### config.mk
export PLATFORM = sky130hd
export DESIGN_NAME = timer_bank
export DESIGN_NICKNAME = d
export VERILOG_FILES = /design/src/rtl/timer_bank.sv
export SDC_FILE = /design/constraint.sdc
export NUM_CORES = 1
export LEC_CHECK = 0
export BUFFER_PORTS_ARGS = -buffer_cell sky130_fd_sc_hd__buf_2
export CAP_MARGIN = 20
export CORE_MARGIN = 3
export CORE_UTILIZATION = 39
export CTS_BUF_LIST = sky130_fd_sc_hd__clkbuf_4
export DETAILED_ROUTE_END_ITERATION = 8
export GPL_ROUTABILITY_DRIVEN = 0
export PLACE_DENSITY = 0.6
export SLEW_MARGIN = 30
export SYNTH_ARGS = -nofsm -noshare
export SYNTH_HDL_FRONTEND = slang
export SYNTH_SLANG_ARGS = --single-unit
### constraint.sdc
create_clock -name clk -period 2.3 [get_ports clk]
set_clock_uncertainty 0.1 [all_clocks]
set_input_delay 0.345 -clock clk [delete_from_list [all_inputs] [get_ports clk]]
set_output_delay 0.345 -clock clk [all_outputs]
set_load 0.02 [all_outputs]
### src/rtl/timer_bank.sv
// timer_bank: prescaled free-running COUNT plus CHANNELS down-counting timer channels on the
// valid/ready CPU bus. Define TIMER_PWM_EN to add per-channel COMPARE registers and PWM outputs.
module timer_bank #(
    parameter int CLK_HZ   = 20000000,
    parameter int TICK_HZ  = 1000000,
    parameter int CHANNELS = 4,
    parameter int WIDTH    = 32
) (
    input  logic                clk,
    input  logic                rst_n,
    input  logic [5:0]          addr,
    input  logic [31:0]         din,
    input  logic [3:0]          lane,
    input  logic                wr,
    input  logic                valid,
    output logic                ready,
    output logic [31:0]         dout,
    output logic [CHANNELS-1:0] irq,
    output logic                irq_any,
    output logic [CHANNELS-1:0] pwm
);
    localparam logic [15:0] PRESCALE_RST = 16'(CLK_HZ / TICK_HZ - 1);

    logic                ready_q, ready_d;
    logic [31:0]         dout_q, dout_d;
    logic [CHANNELS-1:0] irq_q, irq_d;
    logic [WIDTH-1:0]    count_q, count_d;
    logic [CHANNELS-1:0] status_q, status_d;
    logic [CHANNELS-1:0] enable_q, enable_d;
    logic [15:0]         prescale_q, prescale_d;
    logic [15:0]         div_q, div_d;
    logic [CHANNELS-1:0] en_q, en_d;
    logic [CHANNELS-1:0] per_q, per_d;
    logic [WIDTH-1:0]    reload_q [CHANNELS];
    logic [WIDTH-1:0]    reload_d [CHANNELS];
    logic [WIDTH-1:0]    value_q  [CHANNELS];
    logic [WIDTH-1:0]    value_d  [CHANNELS];
`ifdef TIMER_PWM_EN
    logic [WIDTH-1:0]    compare_q [CHANNELS];
    logic [WIDTH-1:0]    compare_d [CHANNELS];
    logic [CHANNELS-1:0] pwm_q, pwm_d;
`endif

    logic                accept, do_wr, tick;
    logic [3:0]          ch_sel;
    logic [31:0]         wmask, rdata;
    logic [CHANNELS-1:0] set_bits;

    function automatic logic [31:0] merge(input logic [31:0] old, input logic [31:0] data,
                                          input logic [31:0] mask);
        return (old & ~mask) | (data & mask);
    endfunction

    assign accept = valid & ~ready_q;
    assign do_wr  = accept & wr;
    assign tick   = (div_q == prescale_q);
    assign wmask  = {{8{lane[3]}}, {8{lane[2]}}, {8{lane[1]}}, {8{lane[0]}}};
    // Channel index of word offsets 4.. ; offsets 0..3 map to 15, which never matches a channel.
    assign ch_sel = addr[5:2] - 4'd1;

    always_comb begin
        rdata = '1;
        case (addr)
            6'd0: rdata = 32'(count_q);
            6'd1: rdata = 32'(status_q);
            6'd2: rdata = 32'(enable_q);
            6'd3: rdata = {16'd0, prescale_q};
            default: begin
                for (int n = 0; n < CHANNELS; n++) begin
                    if (ch_sel == 4'(n)) begin
                        case (addr[1:0])
                            2'd0:    rdata = {30'd0, per_q[n], en_q[n]};
                            2'd1:    rdata = 32'(reload_q[n]);
                            2'd2:    rdata = 32'(value_q[n]);
`ifdef TIMER_PWM_EN
                            default: rdata = 32'(compare_q[n]);
`else
                            default: rdata = '0;
`endif
                        endcase
                    end
                end
            end
        endcase
    end

    // Tick effects are applied first; a CPU write to the same register then overrides them.
    always_comb begin
        ready_d    = accept;
        dout_d     = accept ? rdata : dout_q;
        irq_d      = status_q & enable_q;
        div_d      = tick ? 16'd0 : div_q + 16'd1;
        prescale_d = prescale_q;
        count_d    = tick ? count_q + WIDTH'(1) : count_q;
        enable_d   = enable_q;
        set_bits   = '0;
        en_d       = en_q;
        per_d      = per_q;
        for (int n = 0; n < CHANNELS; n++) begin
            reload_d[n] = reload_q[n];
            value_d[n]  = value_q[n];
`ifdef TIMER_PWM_EN
            compare_d[n] = compare_q[n];
            pwm_d[n]     = en_q[n] & (value_q[n] < compare_q[n]);
`endif
            if (tick && en_q[n]) begin
                if (value_q[n] != '0) begin
                    value_d[n] = value_q[n] - WIDTH'(1);
                end else begin
                    set_bits[n] = 1'b1;
                    if (per_q[n]) value_d[n] = reload_q[n];
                    else          en_d[n]    = 1'b0;
                end
            end
            if (do_wr && ch_sel == 4'(n)) begin
                case (addr[1:0])
                    2'd0: begin
                        if (lane[0]) begin
                            en_d[n]  = din[0];
                            per_d[n] = din[1];
                        end
                    end
                    2'd1: reload_d[n] = WIDTH'(merge(32'(reload_q[n]), din, wmask));
                    2'd2: value_d[n]  = WIDTH'(merge(32'(value_q[n]), din, wmask));
`ifdef TIMER_PWM_EN
                    2'd3: compare_d[n] = WIDTH'(merge(32'(compare_q[n]), din, wmask));
`endif
                    default: ;
                endcase
            end
        end
        status_d = status_q;
        if (do_wr) begin
            case (addr)
                6'd0: count_d  = WIDTH'(merge(32'(count_q), din, wmask));
                6'd1: status_d = status_q & ~CHANNELS'(din & wmask);
                6'd2: enable_d = CHANNELS'(merge(32'(enable_q), din, wmask));
                6'd3: begin
                    prescale_d = 16'(merge({16'd0, prescale_q}, din, wmask));
                    div_d      = 16'd0;
                end
                default: ;
            endcase
        end
        // An expiry beats a same-cycle write-1-to-clear of that bit.
        status_d = status_d | set_bits;
    end

    always_ff @(posedge clk or negedge rst_n) begin
        if (!rst_n) begin
            ready_q    <= 1'b0;
            dout_q     <= '0;
            irq_q      <= '0;
            count_q    <= '0;
            status_q   <= '0;
            enable_q   <= '0;
            prescale_q <= PRESCALE_RST;
            div_q      <= '0;
            en_q       <= '0;
            per_q      <= '0;
            for (int n = 0; n < CHANNELS; n++) begin
                reload_q[n] <= '0;
                value_q[n]  <= '0;
`ifdef TIMER_PWM_EN
                compare_q[n] <= '0;
`endif
            end
`ifdef TIMER_PWM_EN
            pwm_q <= '0;
`endif
        end else begin
            ready_q    <= ready_d;
            dout_q     <= dout_d;
            irq_q      <= irq_d;
            count_q    <= count_d;
            status_q   <= status_d;
            enable_q   <= enable_d;
            prescale_q <= prescale_d;
            div_q      <= div_d;
            en_q       <= en_d;
            per_q      <= per_d;
            for (int n = 0; n < CHANNELS; n++) begin
                reload_q[n] <= reload_d[n];
                value_q[n]  <= value_d[n];
`ifdef TIMER_PWM_EN
                compare_q[n] <= compare_d[n];
`endif
            end
`ifdef TIMER_PWM_EN
            pwm_q <= pwm_d;
`endif
        end
    end

    assign ready   = ready_q;
    assign dout    = dout_q;
    assign irq     = irq_q;
    assign irq_any = |irq_q;
`ifdef TIMER_PWM_EN
    assign pwm     = pwm_q;
`else
    assign pwm     = '0;
`endif
endmodule
# Yosys cells after proc, flatten, opt, wreduce, memory -nomap -nowiden
# Index checks and enable logic that the tools add are counted.
[totals]
ff_bits = 373
input_bits = 46
out_inout_bits = 42
elab_cells = 163
[classes]
n_reduce_logical = 26
mux = 69
eq_ne = 9
n_bitwise = 31
add_sub_neg = 7
[ops]
columns = ["operator", "n"]
rows = [
  ["$mux 32", 27],
  ["$pmux 32 s3", 4],
  ["$and 32x32->32", 10],
  ["$or 32x32->32", 9],
  ["$pmux 32 s4", 1],
  ["$reduce_bool 32->1", 4],
  ["$sub 32x1->32 const B", 4],
  ["$mux 16", 3],
  ["$add 32x1->32 const B", 1],
  ["$mux 1", 32],
  ["$not 32->32", 1],
  ["$add 16x1->16 const B", 1],
  ["$and 16x16->16", 1],
  ["$eq 16x16->1", 1],
  ["$or 16x16->16", 1],
  ["$and 4x4->4", 3],
  ["$eq 6x2->1 const B", 2],
  ["$reduce_and 2->1", 6],
  ["$reduce_and 3->1", 4],
  ["$eq 4x2->1 const B", 2],
  ["$logic_and 1x1->1", 8],
  ["$mux 4", 2],
  ["$or 4x4->4", 2],
  ["$eq 6x1->1 const B", 1],
  ["other kinds (11)", 12],
]

# Logic depth before layout (Yosys ltp)
[logic_depth]
ltp_word = 7
ltp_mapped = 11
ltp_nobuf = 9

# Least setup slack after synthesis
# Ideal clock, no wire load.
[synth_path]
kind = "reg2reg"
start = "register (tool-made name)"
end = "register (tool-made name)"
stages_incl_launch_ff = 7
synth_period_minus_slack_ps = 2542
slack_ps = -242
setup_time_ps = 134
arrival_time_ps = 2308
cell_sequence = "dfrtp_1 -> or4_1 -> buf_2 -> or4_4 -> or2_4 -> a2111oi_0 -> nor3_1"

==> metrics <==
status=finished, violations left; failing checks=setup timing; DIE HEIGHT=248 µm; post-detailed-route wirelength per cell=between 20 and 30 µm; Worst path depth=7; P_int=13.1 mW; switching power of the nets=about 7.6 mW; standby leakage power=about 15 nW; number of synthesized flops with an enable pin=0; critical path required time=about 3000 ps; Detailed Place HPWL=approximately 76 mm; area of the placeable core=between 0.05 and 0.06 mm²; number of global-route vias before repair=roughly 26000; RSZ-0062 raised after global routing=true; root buf cell=clkbuf_4; maximum number of pins on one net before global-route repair=slightly above 60; count of final hold-check violations=0; leading cell type in the layout, fill and taps excluded=buf_4; number of antenna violations at the first check in global routing=3; CTS HTree Levels=3; final worst setup slack=-330 ps; starting density of the core=between 30% and 40%; final period demand of the worst path=between 2000 and 3000 ps; Crit path arrival time=around 3300 ps; Port Buf Inserts=between 80 and 90; Reg clk slew, reported paths=around 70 ps; number of placement rows=88; number of max-slew violations in the final report=0; Die X-Extent=approximately 250 µm; Setup crit end kind=register; wirelength, routed=about 110 mm; Pwr Total=20.7 mW; predominant post-synthesis flop cell=dfrtp_1; portion of the clock cycle consumed by the worst path in the final layout=114%; power density over the cells=596 mW/mm²; most frequent cells in the layout=599 x buf_4, 369 x dfrtp_1, 195 x nor2_1; cell class contributing the biggest share of worst-path delay=simple AND/OR/NAND/NOR gates; largest fanout on the critical path=3; fraction of synthesis flops using an asynchronous set or reset pin=100%; sequence of cells on the critical path=or4_4 > nor3_4 > nand4_1 > or4_4 > or4_1 > o211ai_1 > nand3_1; final setup violating endpoints=between 150 and 200; total clock buffers created by CTS=109; via total after detailed routing=27149; clock group share of total power=30.2%; total global-route track usage=around a third; Crit path buffers/inverters=0; number of flip-flops and latches in the synthesized netlist=around 370; classification of the worst setup path=register to register; end-of-flow core utilization=between 50% and 60%; maximum single-stage delay on the critical path=540 ps; worst min-delay path category=primary input to async pin; DRC viols=0; detailed router's first-iteration violation count=approximately 3300; count of clock tree sinks=373; number of antenna-violating nets in the routed design=0; maximum number of buffers from clock root to sink=3; total congestion overflow after global routing=0; net switching share of the total power=approximately 37%; final net count=3394; layout cells sized above 1=46.7%; sequential element share of the synthesized area=between 40% and 50%; portion of total power attributed to combinational logic=between 30% and 40%; cell type with the highest occurrence count on the critical path=or4_4; sequential fraction of design power=between 30% and 40%; clock latency of the later-clocked register in the worst-skew pair=930 ps; Maximum Capacitance Violations=0; Yosys Warn Count=0; maximum frequency from static timing analysis=around 380 MHz; number of cells traversed by the worst register-to-register path=7; Ports=slightly below 90; normalized max-slew margin=between 40% and 50%; worst voltage drop across the vdd grid=0.000376 V; TritonCTS clock tree=built; first-pass GRT wire length=approximately 160 mm; crit start category=register; via count normalized by instance count=6.48; count of distinct cell types in the synthesized netlist=95; slowest cell on the critical path=or4_4; Die ar.=0.0617 mm²; average cell area after synthesis=approximately 9 µm²; TritonRoute pass-1 iters=6; Mapped Area=~0.023 mm²; synthesis-to-finish area growth=51.6%; worst slew pin tran=just under 800 ps; reg2reg setup slack=-330 ps; number of cells produced by synthesis=2521
-- cell type report --
type / count / area, µm²
antenna: 3 / 7.51
clock buffer: 144 / 1080
clock inverter: 53 / 230
fill: 4793 / 23200
inverter: 50 / 191
multi-input combinational: 1905 / 15200
sequential: 373 / 9340
tap: 765 / 957
timing repair buffer: 899 / 7760
-- worst max path at each step --
stage	end
3_3_place_gp	register
2_1_floorplan	register
3_5_place_dp	register
4_1_cts	register
6_report	register
5_1_grt	register
-- per-layer routing --
metal / GRT usage (%) / share of wire, % / up-vias
li1: - / - / 11421
met1: 46.0 / 39 / 13191
met2: 49.2 / 42 / 2036
met3: 7.93 / 12 / 501
met4: 22.4 / 7.3 / 0
met5: 0 / 0 / -
-- kinds of logic (layout without fill, tap and decap cells) --
kind of cell	count (synthesis)	after routing	synth area share (%)
AO/OA/AOI/OAI	731	731	22.3
XOR/XNOR	39	39	1.49
adder cells (fa/ha/maj)	10	10	0.546
buffers and inverters	248	1146	4.38
flip-flops	373	373	40.8
multiplexers	195	195	9.66
other	1	7	0.0164
AND/OR/NAND/NOR	924	926	20.9
-- power groups by stage --
stage / clock network [mW] / registers [mW] / logic (mW)
after floorplan: 0 / 7.87 / 2.32
after global placement: 0 / 7.72 / 5.17
after detailed placement: 0 / 7.74 / 5.24
after CTS: 6.32 / 7.65 / 5.96
after global routing: 6.66 / 7.74 / 7.09
final: 6.25 / 7.70 / 6.75
-- repair_timing --
| item | CTS | global route |
|---|---|---|
| gates cloned | 5 | 4 |
| setup endpoints to repair | 166 | 208 |
| pin swaps | 190 | 164 |
| resized for setup | 404 | 256 |
| hold endpoints to repair | 678 | 0 |
| buffers inserted | 68 | 63 |
| hold buffers | 42 | 0 |
-- synth_stat cells, types with 19 or more instances --
cell | count | area (µm²)
a211oi_1 | 53 | 398
a21oi_1 | 136 | 681
a221o_1 | 40 | 400
a221oi_1 | 105 | 920
a31oi_1 | 27 | 169
and3_1 | 44 | 275
and4_1 | 21 | 184
buf_1 | 19 | 71.3
buf_2 | 21 | 105
clkbuf_1 | 146 | 548
dfrtp_1 | 370 | 9260
inv_1 | 50 | 188
mux2_2 | 167 | 1880
mux2i_1 | 23 | 230
nand2_1 | 203 | 762
nand3_1 | 97 | 485
nand4_1 | 41 | 257
nor2_1 | 226 | 848
nor3_1 | 107 | 536
nor4_1 | 40 | 250
o211ai_1 | 20 | 150
o21ai_0 | 132 | 661
o21ai_1 | 23 | 115
o22ai_1 | 40 | 250
o31ai_1 | 22 | 165
or3_1 | 20 | 125
or4_1 | 22 | 165
xor2_1 | 25 | 219
-- worst register-to-register path: stages (launching register included) --
cell and delay (ps):
dfrtp_2 450, or4_4 540, nor3_4 150, nand4_1 160, or4_4 460, or4_1 400
o211ai_1 180, nand3_1 110
-- metrics by stage --
stage	std cells	hold slack [ps]	setup WS, ps	TNS (ps)	area, µm²
5_1_grt	4190	72.7	-436	-47150	34700
6_report	4192	64.8	-330	-33670	34700
3_5_place_dp	3824	238	-489	-75190	29100
2_1_floorplan	2524	-50.6	-212	-2240	23300
3_3_place_gp	3824	237	-484	-64420	29100
4_1_cts	4133	3.14	-276	-21300	33100
Note: power is estimated with default switching activity, not from simulation.
